## src/rtl/eeprom_burst_seq.sv

```systemverilog
`default_nettype none
// ============================================================================
// Module   : eeprom_burst_seq
// Brief    : Multi-byte EEPROM write/read burst sequencer for an I2C byte
//            controller. Define EEPROM_VERIFY_EN to build read-back checking.
// Revision : 1.0 - initial release
// ============================================================================
module eeprom_burst_seq #(
    parameter int          BURST_LEN   = 16,
    parameter int          ADDR_W      = 16,
    parameter logic [15:0] BASE_ADDR   = 16'h0000,
    parameter logic [7:0]  DATA_INIT   = 8'h01,
    parameter int          TWR_CYC     = 250_000,
    parameter int          TIMEOUT_CYC = 2_000_000
) (
    input  logic        clk,
    input  logic        rst_n,
    input  logic        write,
    input  logic        read,
    input  logic        i2c_end,
    input  logic [7:0]  rd_data,
    output logic        wr_en,
    output logic        rd_en,
    output logic        i2c_start,
    output logic [15:0] byte_addr,
    output logic [7:0]  wr_data,
    output logic        busy,
    output logic        rd_valid,
    output logic [7:0]  rd_byte,
    output logic [7:0]  rd_idx,
    output logic        done,
    output logic        err
`ifdef EEPROM_VERIFY_EN
    ,
    output logic [8:0]  vfy_err_cnt,
    output logic        vfy_ok
`endif
);

    localparam int c_TWR_W = (TWR_CYC > 1) ? $clog2(TWR_CYC + 1) : 1;
    localparam int c_TO_W  = (TIMEOUT_CYC > 1) ? $clog2(TIMEOUT_CYC) : 1;

    localparam logic [c_TWR_W-1:0] c_TWR_LAST  = c_TWR_W'(TWR_CYC);
    localparam logic [c_TO_W-1:0]  c_TO_LAST   = c_TO_W'(TIMEOUT_CYC - 1);
    localparam logic [7:0]         c_LAST_IDX  = 8'(BURST_LEN - 1);
    localparam logic [15:0]        c_ADDR_MASK = (ADDR_W >= 16) ? 16'hFFFF
                                                 : 16'((32'd1 << ADDR_W) - 32'd1);

    localparam logic [2:0] c_ST_IDLE     = 3'd0;
    localparam logic [2:0] c_ST_WR_START = 3'd1;
    localparam logic [2:0] c_ST_WR_WAIT  = 3'd2;
    localparam logic [2:0] c_ST_WR_TWR   = 3'd3;
    localparam logic [2:0] c_ST_RD_START = 3'd4;
    localparam logic [2:0] c_ST_RD_WAIT  = 3'd5;
    localparam logic [2:0] c_ST_FINISH   = 3'd6;

    logic [2:0]         r_state;
    logic [7:0]         r_idx;
    logic [c_TWR_W-1:0] r_twr;
    logic [c_TO_W-1:0]  r_wdog;
    logic               r_end_d;
    logic               r_rd_pend;   // read byte captured, advance decision next cycle

    logic               w_end_rise;
    logic               w_last;
    logic               w_twr_done;
    logic               w_timeout;
    logic [7:0]         w_next_idx;

    assign w_end_rise = i2c_end & ~r_end_d;
    assign w_last     = (r_idx == c_LAST_IDX);
    assign w_twr_done = (r_twr == c_TWR_LAST);
    assign w_timeout  = (r_wdog == c_TO_LAST);
    assign w_next_idx = r_idx + 8'd1;

    function automatic logic [15:0] f_addr(input logic [7:0] k);
        logic [15:0] s;
        s = BASE_ADDR + {8'h00, k};
        return s & c_ADDR_MASK;
    endfunction

    always_ff @(posedge clk or negedge rst_n) begin
        if (!rst_n) begin
            r_state   <= c_ST_IDLE;
            r_idx     <= 8'd0;
            r_twr     <= '0;
            r_wdog    <= '0;
            r_end_d   <= 1'b0;
            r_rd_pend <= 1'b0;
            wr_en     <= 1'b0;
            rd_en     <= 1'b0;
            i2c_start <= 1'b0;
            byte_addr <= 16'd0;
            wr_data   <= 8'd0;
            busy      <= 1'b0;
            rd_valid  <= 1'b0;
            rd_byte   <= 8'd0;
            rd_idx    <= 8'd0;
            done      <= 1'b0;
            err       <= 1'b0;
        end else begin
            r_end_d   <= i2c_end;
            i2c_start <= 1'b0;
            rd_valid  <= 1'b0;
            done      <= 1'b0;
            err       <= 1'b0;
            case (r_state)
                c_ST_IDLE: begin
                    if (write) begin
                        r_idx     <= 8'd0;
                        byte_addr <= f_addr(8'd0);
                        wr_data   <= DATA_INIT;
                        wr_en     <= 1'b1;
                        i2c_start <= 1'b1;
                        busy      <= 1'b1;
                        r_wdog    <= '0;
                        r_state   <= c_ST_WR_START;
                    end else if (read) begin
                        r_idx     <= 8'd0;
                        byte_addr <= f_addr(8'd0);
                        rd_en     <= 1'b1;
                        i2c_start <= 1'b1;
                        busy      <= 1'b1;
                        r_wdog    <= '0;
                        r_state   <= c_ST_RD_START;
                    end
                end
                c_ST_WR_START: begin
                    r_wdog  <= r_wdog + 1'b1;
                    r_state <= c_ST_WR_WAIT;
                end
                c_ST_WR_WAIT: begin
                    if (w_end_rise) begin
                        wr_en   <= 1'b0;
                        r_twr   <= '0;
                        r_state <= c_ST_WR_TWR;
                    end else if (w_timeout) begin
                        wr_en   <= 1'b0;
                        busy    <= 1'b0;
                        err     <= 1'b1;
                        r_state <= c_ST_IDLE;
                    end else begin
                        r_wdog <= r_wdog + 1'b1;
                    end
                end
                c_ST_WR_TWR: begin
                    // TWR_CYC+1 cycles here puts the next start TWR_CYC+2 after the end edge
                    if (!w_twr_done) begin
                        r_twr <= r_twr + 1'b1;
                    end else if (w_last) begin
                        busy    <= 1'b0;
                        done    <= 1'b1;
                        r_state <= c_ST_FINISH;
                    end else begin
                        r_idx     <= w_next_idx;
                        byte_addr <= f_addr(w_next_idx);
                        wr_data   <= DATA_INIT + w_next_idx;
                        wr_en     <= 1'b1;
                        i2c_start <= 1'b1;
                        r_wdog    <= '0;
                        r_state   <= c_ST_WR_START;
                    end
                end
                c_ST_RD_START: begin
                    r_wdog  <= r_wdog + 1'b1;
                    r_state <= c_ST_RD_WAIT;
                end
                c_ST_RD_WAIT: begin
                    if (r_rd_pend) begin
                        r_rd_pend <= 1'b0;
                        if (w_last) begin
                            busy    <= 1'b0;
                            done    <= 1'b1;
                            r_state <= c_ST_FINISH;
                        end else begin
                            r_idx     <= w_next_idx;
                            byte_addr <= f_addr(w_next_idx);
                            rd_en     <= 1'b1;
                            i2c_start <= 1'b1;
                            r_wdog    <= '0;
                            r_state   <= c_ST_RD_START;
                        end
                    end else if (w_end_rise) begin
                        rd_en     <= 1'b0;
                        rd_byte   <= rd_data;
                        rd_idx    <= r_idx;
                        rd_valid  <= 1'b1;
                        r_rd_pend <= 1'b1;
                    end else if (w_timeout) begin
                        rd_en   <= 1'b0;
                        busy    <= 1'b0;
                        err     <= 1'b1;
                        r_state <= c_ST_IDLE;
                    end else begin
                        r_wdog <= r_wdog + 1'b1;
                    end
                end
                c_ST_FINISH: begin
                    r_state <= c_ST_IDLE;
                end
                default: begin
                    r_state <= c_ST_IDLE;
                end
            endcase
        end
    end

`ifdef EEPROM_VERIFY_EN
    logic w_rd_accept;
    logic w_capture;
    logic w_finish;

    assign w_rd_accept = (r_state == c_ST_IDLE) & read & ~write;
    assign w_capture   = (r_state == c_ST_RD_WAIT) & ~r_rd_pend & w_end_rise;
    assign w_finish    = w_last & (((r_state == c_ST_WR_TWR) & w_twr_done) |
                                   ((r_state == c_ST_RD_WAIT) & r_rd_pend));

    always_ff @(posedge clk or negedge rst_n) begin
        if (!rst_n) begin
            vfy_err_cnt <= 9'd0;
            vfy_ok      <= 1'b0;
        end else begin
            if (w_rd_accept) begin
                vfy_err_cnt <= 9'd0;
            end else if (w_capture && (rd_data != (DATA_INIT + r_idx)) &&
                         (vfy_err_cnt != 9'd511)) begin
                vfy_err_cnt <= vfy_err_cnt + 9'd1;
            end
            if (w_finish) begin
                vfy_ok <= (vfy_err_cnt == 9'd0);
            end
        end
    end
`endif

endmodule
`default_nettype wire

```

## config.mk

```make
export PLATFORM = sky130hd
export DESIGN_NAME = eeprom_burst_seq
export DESIGN_NICKNAME = d
export VERILOG_FILES = /design/src/rtl/eeprom_burst_seq.sv
export SDC_FILE = /design/constraint.sdc
export NUM_CORES = 1
export LEC_CHECK = 0
export CORE_ASPECT_RATIO = 1.2
export CORE_MARGIN = 3
export CORE_UTILIZATION = 55
export DETAILED_ROUTE_END_ITERATION = 8
export HOLD_SLACK_MARGIN = 0.15
export PLACE_DENSITY = 0.79
export SETUP_SLACK_MARGIN = 0.2
export SLEW_MARGIN = 20
export SYNTH_ARGS = -nofsm -noshare
export SYNTH_HDL_FRONTEND = slang
export SYNTH_SLANG_ARGS = --single-unit
export TNS_END_PERCENT = 30
```

## constraint.sdc

```tcl
create_clock -name clk -period 4.5 [get_ports clk]
set_input_delay 1.35 -clock clk [delete_from_list [all_inputs] [get_ports clk]]
set_output_delay 1.35 -clock clk [all_outputs]
set_load 0.02 [all_outputs]
```

==> impl_metrics.toml <==
[outcome]
outcome = "finished, final reports clean"

[placed_design]
hpwl_um = 7920
routabilityCongestion = 0.894
place_inst = 684
pre_cts_ws_ns = 0.773
portBuffers = 51

[clock_network]
cts_tree = "yes"
cts_resized = 0
cts-root-buf = "clkbuf_8"
post_cts_buffers = 0
clock_latency_ns = 0.37
clk_pin_slew_ns = 0.08
cts.sinks = 83
ctsHtreeMaxLevel = 3
cts_hold_buffers = 0
cts.path.max_buffers = 2
numCtsBuffers = 9

[timing]
finalCritPeriodShare_pct = 73.5
clock.fmax_mhz = 302
worstMarginPinSlew_ns = 0.939
timing.setup.tns_ns = 0
min_period_ns = 3.31
maxSlewViolCount = 0
setup-violations-final = 0
finalHoldViolCount = 0
slew_headroom_pct = 36.9
rsz0062_at_grt = "no"
fin_skew_ns = 0.0174
setup_ws_ns = 1.19

[synth]
synth_most_common_cell = "nand2_1"
ys_ff_latch = 83
ys_seq_area_share_pct = 43.9
synthArstFlopShare_pct = 100
synth_area_per_cell_um2 = 8.69
synth_edf_count = 0
synth_common_cells = "90 x nand2_1, 83 x dfrtp_1, 56 x nor2_1"
synth_top_area_share_pct = 43.9
mappedNetlistArea_mm2 = 0.00473
synth_top_area_cell = "dfrtp_1"
synth_flop_cell = "dfrtp_1"
ys_top_cells_by_area = "dfrtp_1 44%, nand2_1 7.1%, nor2_1 4.4%"
ys_types = 69
ys_warn_count = 0
netlist_instances = 544

[layout]
drive_gt1_share_pct = 7.51
instances_no_fill = 700
diodes = 0
nets = 599
area_growth_pct = 15.0

[global_route]
grt_pass1_wl_um = 18200
grt_usage_pct = 23.2
overflow = 0
grt_max_degree = 84
grt_antenna_before_repair = 0
grt_pass1_vias = 3792

[pwr]
max-vdd-ir-drop_mv = 0.302
powerDensity_mw_per_mm2 = 473
cellLeakagePower_uw = 0.00237

[detailed_routing]
wirelength_um = 11400
wl_met3_um = 593
via_per_inst = 5.94
wl_met1_um = 4860
postRouteAntennaNets = 0
dr.first_iter.drc_count = 360
drc_errors = 0
top_layer_used = "met4"
wl_per_cell_um = 16.2
num_vias = 4158
met2_length_um = 5660
firstDrtPassIters = 5

[worst_setup_path]
critPathKind = "in -> reg"
crit_fanout = 23
reg2regPathDepth = 6
crit_path_end_kind = "register"
r2r_start = "r_state[0]"
crit_path_start_kind = "primary input"
crit_start = "i2c_end"
arrival_ns = 3.54
worst_ep_required_time_ns = 4.73

[die]
design.die.area_mm2 = 0.00975
initial_core_util_pct = 57.4
die_width_um = 90.7
io_pins = 60
die_height_um = 108
core-area_mm2 = 0.00824
num_rows = 36

[worst_hold_path]
whs_path_depth = 2
hp-class = "reg -> reg"
worstHoldStart = "rd_byte[6]"

[job]
cap_violations = 0
[worst max-delay path: stages]
cell	delay, ns
clkdlybuf4s50_1	0.43
nand2b_1	0.21
or3_1	0.61
inv_1	0.42
o41ai_1	0.37
o21ai_0	0.12
[worst paths after layout]
path / endpoint / slack, ns
max in group asynchronous: r_twr[0] / 2.94
min in group asynchronous: r_wdog[2] / 1.02
hold reg to reg: rd_byte[6] / 0.48
hold / removal: rd_byte[6] / 0.48
setup / recovery: r_state[0] / 1.19
setup reg to reg: r_wdog[15] / 1.60
[area by class of cell]
| cell class | count | area [um2] |
|---|---|---|
| clock buffers | 9 | 124 |
| clock inverters | 7 | 75.1 |
| fillers | 689 | 2810 |
| inverters | 13 | 48.8 |
| multi-input cells | 421 | 2440 |
| flip-flops and latches | 83 | 2080 |
| well taps | 114 | 143 |
| repair buffers | 53 | 527 |
[through the flow]
step                total power, uW  utilization, %  hold slack, ns  instance area (um2)
finish                         2570            66.0           0.479                 5440
global route                   2720            66.0           0.517                 5440
CTS                            2570            65.9           0.488                 5430
detailed placement             2020            63.5           0.466                 5240
global placement               1990            63.5           0.458                 5240
floorplan                      1720               -           0.463                 4760
[report_power, final]
| group | internal [uW] | total, uW | switching, uW |
|---|---|---|---|
| logic | 377 | 965 | 588 |
| clock network | 259 | 546 | 287 |
| registers | 868 | 1060 | 190 |
| total | 1500 | 2570 | 1070 |
[flip-flops by register name, indices dropped and copies added, names as in the netlist, 3 cells and up]
register / count
r_state: 3
r_twr: 18
wr_data: 8
r_wdog: 21
rd_idx: 8
rd_byte: 8
byte_addr: 8
[cell usage in the layout (no fill, tap or decap), types with 7 or more instances in the layout]
cell	n
a22o_1	9
inv_1	13
dfrtp_1	83
nand2b_1	8
nor3_1	20
nand3_1	18
nor2_1	56
a31oi_1	25
nand2_1	90
clkbuf_8	9
conb_1	8
clkdlybuf4s50_1	50
xor2_1	18
and3_1	7
o21ai_0	24
xnor2_1	10
nand4_1	10
a21oi_1	28
[kinds of logic after synthesis]
kind of cell | synth area share (%)
XOR/XNOR | 5.19
AND/OR/NAND/NOR | 26.6
flip-flops | 43.9
other | 0.0793
multiplexers | 0.661
adder cells (fa/ha/maj) | 1.32
buffers and inverters | 4.97
AO/OA/AOI/OAI | 17.3
[routing by layer]
metal | global-route usage [%] | vias to the layer above
li1 | - | 1980
met1 | 29.3 | 2011
met2 | 39.8 | 145
met3 | 3.71 | 22
met4 | 9.41 | 0
met5 | 0 | -
(Power assumes the default switching activity.)
